===== src/rtl/phys_reg_free_list.sv =====
// Circular free list of physical register tags; head is offered combinationally, grant marks busy the same cycle.
// Frees are dropped (sticky Overflow_OUT) only when full without a same-cycle grant; Recover_IN rebuilds over NUM_PHYS_REGS cycles.
module phys_reg_free_list #(
  parameter  int NUM_PHYS_REGS = 64,
  parameter  int NUM_ARCH_REGS = 32,
  localparam int LOG_PHYS      = $clog2(NUM_PHYS_REGS)
) (
  input  logic                     CLK,
  input  logic                     RESET,
  input  logic                     Alloc_IN,
  output logic [LOG_PHYS-1:0]      AllocReg_OUT,
  output logic                     AllocValid_OUT,
  input  logic                     Free_IN,
  input  logic [LOG_PHYS-1:0]      FreeReg_IN,
  input  logic                     Recover_IN,
  input  logic [NUM_PHYS_REGS-1:0] InUse_IN,
  output logic                     SetBusy_OUT,
  output logic [LOG_PHYS-1:0]      BusyReg_OUT,
  output logic [LOG_PHYS:0]        FreeCount_OUT,
  output logic                     Rebuilding_OUT,
  output logic                     Overflow_OUT
);

  localparam int QUEUE_W   = NUM_PHYS_REGS * LOG_PHYS;
  localparam int INIT_FREE = NUM_PHYS_REGS - NUM_ARCH_REGS;

  typedef enum logic {RUN, REBUILD} state_t;

  // Registers above the architectural set start out free, in ascending order.
  function automatic logic [QUEUE_W-1:0] initQueue();
    logic [QUEUE_W-1:0] q;
    q = '0;
    for (int i = 0; i < INIT_FREE; i++)
      q[i*LOG_PHYS +: LOG_PHYS] = LOG_PHYS'(NUM_ARCH_REGS + i);
    return q;
  endfunction

  localparam logic [QUEUE_W-1:0] QUEUE_INIT = initQueue();

  state_t                   state;
  logic [QUEUE_W-1:0]       queue;
  logic [LOG_PHYS-1:0]      head;
  logic [LOG_PHYS-1:0]      tail;
  logic [LOG_PHYS-1:0]      scanIdx;
  logic [LOG_PHYS:0]        count;
  logic [NUM_PHYS_REGS-1:0] inUseMask;
  logic                     overflow;

  logic                     allocValid;
  logic                     grant;
  logic                     full;
  logic                     pushEn;
  logic [LOG_PHYS-1:0]      pushReg;
  logic                     dropFree;

  always_comb begin
    allocValid = (state == RUN) && (count != '0);
    grant      = Alloc_IN && allocValid && !Recover_IN;
    full       = (count == (LOG_PHYS+1)'(NUM_PHYS_REGS));
    pushEn     = 1'b0;
    pushReg    = FreeReg_IN;
    dropFree   = 1'b0;
    // A full list still takes a free when the head slot is vacated this cycle.
    if (!Recover_IN) begin
      if (state == RUN) begin
        pushEn   = Free_IN && (!full || grant);
        dropFree = Free_IN && full && !grant;
      end else begin
        pushEn  = !inUseMask[scanIdx];
        pushReg = scanIdx;
      end
    end
  end

  always_ff @(posedge CLK or posedge RESET) begin
    if (RESET) begin
      state     <= RUN;
      queue     <= QUEUE_INIT;
      head      <= '0;
      tail      <= LOG_PHYS'(INIT_FREE);
      count     <= (LOG_PHYS+1)'(INIT_FREE);
      scanIdx   <= '0;
      inUseMask <= '0;
      overflow  <= 1'b0;
    end else if (Recover_IN) begin
      state     <= REBUILD;
      inUseMask <= InUse_IN;
      head      <= '0;
      tail      <= '0;
      count     <= '0;
      scanIdx   <= '0;
    end else begin
      if (pushEn) begin
        queue[tail*LOG_PHYS +: LOG_PHYS] <= pushReg;
        tail <= tail + 1'b1;
      end
      if (grant)
        head <= head + 1'b1;
      if (pushEn && !grant)
        count <= count + 1'b1;
      else if (grant && !pushEn)
        count <= count - 1'b1;
      if (dropFree)
        overflow <= 1'b1;
      if (state == REBUILD) begin
        scanIdx <= scanIdx + 1'b1;
        if (scanIdx == LOG_PHYS'(NUM_PHYS_REGS - 1))
          state <= RUN;
      end
    end
  end

  assign AllocReg_OUT   = queue[head*LOG_PHYS +: LOG_PHYS];
  assign AllocValid_OUT = allocValid;
  assign SetBusy_OUT    = grant;
  assign BusyReg_OUT    = AllocReg_OUT;
  assign FreeCount_OUT  = count;
  assign Rebuilding_OUT = (state == REBUILD);
  assign Overflow_OUT   = overflow;

endmodule


===== config.mk =====
export PLATFORM = sky130hd
export DESIGN_NAME = phys_reg_free_list
export DESIGN_NICKNAME = d
export VERILOG_FILES = /design/src/rtl/phys_reg_free_list.sv
export SDC_FILE = /design/constraint.sdc
export NUM_CORES = 1
export LEC_CHECK = 0
export BUFFER_PORTS_ARGS = -buffer_cell sky130_fd_sc_hd__buf_4
export CAP_MARGIN = 20
export CORE_MARGIN = 2
export CORE_UTILIZATION = 49
export DETAILED_ROUTE_END_ITERATION = 6
export PLACE_DENSITY = 0.64
export RECOVER_POWER = 100
export SYNTH_ARGS = -nofsm -noshare
export SYNTH_HDL_FRONTEND = slang
export SYNTH_SLANG_ARGS = --single-unit

===== constraint.sdc =====
create_clock -name CLK -period 15.4 [get_ports CLK]
set_clock_uncertainty 0.1 [all_clocks]
set_input_delay 0.77 -clock CLK [delete_from_list [all_inputs] [get_ports CLK]]
set_output_delay 0.77 -clock CLK [all_outputs]
set_load 0.05 [all_outputs]

==> qor.csv <==
metric,value,unit
outcome,finished with violations,
failing checks,"DRC, capacitance limit, slew limit",
placed cells,2635,
layout cells sized above 1,39.8,%
setup tns final,0,ps
GP Congestion,0.966,
path type of the worst min-delay path,primary input to register,
area of placed instances,26400,µm²
critical path data required time,15780,ps
"Design Area, Final",27800,µm²
Cell Pwr Density,133,nW/µm²
Post-Route WL,80300,µm
Root Buffer,clkbuf_16,
CP Buf/Inv Count,3,
total number of H-tree levels,2,
iteration-0 DRC count of the detailed router,1583,
CTS tree,done,
die width,230,µm
Sink Count,475,
max frequency,120,MHz
worst reg-to-reg setup slack,7050,ps
initial antenna violation count,4,
Die Y,230,µm
Setup crit end,queue[135],
Yosys top cell area share,36.0,%
Worst EP arrival,8730,ps
Fin. Hold Viols,0,
CP max stage delay,1390,ps
die area,53100,µm²
GR Util All Layers,30.6,%
Slowest cell on crit path,or4b_1,
worst-case reg-to-reg path depth,12,
crit-path leading delay family,simple AND/OR/NAND/NOR gates,
Mapped Cells,1971,
postcts setup bufs,0,
clk_lat worst skew,600,ps
"Slew Viols, Final",596,
vias per cell,6.50,
highest metal used,met4,
Clock Pin Slew Worst Setup and Hold Paths,60,ps
Pre-antenna DRT Iters,7,
crit path max fanout,56,
Layout area overhead,10.8,%
Startpoint Class,register,
Max Buffers Root-to-Sink,3,
post-route ant nets,0,
Crit path depth,12,
maxcap violations,11,
Max VDD drop,0.000140,V
layout net count,2110,
Slew HR,-307,%
RSZ-0062 raised after global routing,no,
Top-Level Pins,98,
Worst Max-Slew Pin Slew,6070,ps
syn avg cell area,12.7,µm²
worst-path cell chain,clkbuf_1 -> inv_1 -> ha_1 -> nor2_1 -> nand3_1 -> nor4_1 -> ha_1 -> inv_1 -> a21o_1 -> or4b_1 -> nor4_1 -> mux2_1,
"most common cell after layout, fill and taps aside",dfrtp_1,
wire per inst,29.4,µm
initial core utilization,49.9,%
number of enable flip-flop cells after synthesis,0,
post-synth top area cell,dfrtp_1,
Netlist cell types,78,
total CTS buffers,52,
I/O Buffers,97,
largest net degree at the start of global routing,140,
CTS-repair resized insts,0,
vias,17800,
reg2reg start,tail[0],
top post-synthesis cells by area,"dfrtp_1 (36%), mux2_2 (16%), mux4_2 (13%)",
DPL Wire Length,55300,µm
hold buffers post-CTS,0,
core area,50400,µm²
"flops & latches, synth",475,
Antenna Cells,0,
"Top FF cell, synth",dfrtp_1,
first-pass GRT wire length,120000,µm
WL met3,7240,µm
DR DRC count,2,
filler cell count,4225,
Crit. Startpoint,tail[0],
most frequent cells in the layout,"dfrtp_1 (359), mux2_2 (344), nor2_1 (261), mux4_2 (140), dfstp_2 (114)",
Final Cycle Share,54.2,%
Crit. End Element,register,
vias in the first global route,18200,
Mapped Nets,2064,
metal2 WL,36400,µm
YS warnings,0,
M1 wire length,32300,µm
"Cell Area, Synth",25100,µm²
Period minus WS final,8350,ps
asr flop ratio synth,100,%
share of the yosys chip area belonging to registers,47.9,%
global route overflow,0,
final core occ,55.2,%
Finish-stage setup viols,0,
Final Non-Filler Cells,2733,
critical path type,register to register,
P_leak,11.6,nW
reg2reg end,queue[135],
row count,82,
[synthesized netlist by cell type, types with 29 or more instances]
| cell | instances |
|---|---|
| mux4_2 | 140 |
| nand3_1 | 29 |
| nor2_1 | 242 |
| dfrtp_1 | 361 |
| mux2_1 | 54 |
| nand2_1 | 68 |
| o21ai_0 | 60 |
| clkbuf_1 | 89 |
| o41ai_1 | 31 |
| nor3_1 | 35 |
| mux2_2 | 346 |
| dfstp_2 | 114 |
[layout make-up]
class	count	area, µm²	share of cell area (%)
Tap cell	672	841	3.02
Timing Repair Buffer	133	875	3.14
Multi-Input combinational cell	1336	12300	44.1
Clock inverter	7	95.1	0.342
Inverter	19	72.6	0.261
Sequential cell	475	12000	43.3
Clock buffer	91	1650	5.93
[registers in the layout, indices dropped and copies added, names as in the netlist]
signal          count
tail                6
Overflow_OUT        1
FreeCount_OUT       7
queue             384
scanIdx             6
head                6
Rebuilding_OUT      1
inUseMask          64
[stage by stage]
step                      worst slack, ps  power (W)  hold WS (ps)
after global placement               9320    0.00242           354
after detailed placement             9180    0.00243           364
after CTS                            9180    0.00371           282
final                                7050    0.00370           308
after floorplan                      1470    0.00200           346
after global routing                 5800    0.00383           295
[worst min path at each step]
stage	to	slack [ps]	start	depth (start not counted)
after global routing	inUseMask[33]	300	InUse_IN[33]	2
after CTS	inUseMask[19]	280	InUse_IN[19]	2
after floorplan	queue[158]	350	queue[158]	2
final	inUseMask[19]	310	InUse_IN[19]	2
after global placement	Overflow_OUT	350	Overflow_OUT	1
after detailed placement	Overflow_OUT	360	Overflow_OUT	1
[worst reg2reg max path, delay by kind of cell, from the launching register on]
kind | cells | cell delay, ps
adders and majority gates | 2 | 1240
muxes | 1 | 390
AOI/OAI and AO/OA | 1 | 400
buffers and inverters | 3 | 1940
DFF | 1 | 390
and+or+nand+nor | 5 | 3760
[cells by family (layout without fill, tap and decap cells)]
logic type	count (synthesis)	count (layout)	synth area share, %
DFF	475	475	47.9
adders and majority gates	18	18	0.956
xor gates and xnor gates	29	29	1.12
and+or+nand+nor	507	507	9.91
buffers and inverters	160	250	2.86
muxes	557	557	31.2
AOI/OAI and AO/OA	225	225	6.11
[where the power goes]
part	internal (W)	total (W)	switching, W
Sequential	0.00133	0.00138	0.0000458
Clock	0.000755	0.00127	0.000519
Combinational	0.000263	0.00105	0.000789
[per-layer routing]
| metal | vias to the layer above | global-route usage [%] |
|---|---|---|
| li1 | 7413 | - |
| met1 | 9289 | 41.0 |
| met2 | 845 | 47.3 |
| met3 | 216 | 7.04 |
| met4 | 0 | 14.9 |
| met5 | - | 0 |
(Power assumes the default switching activity.)
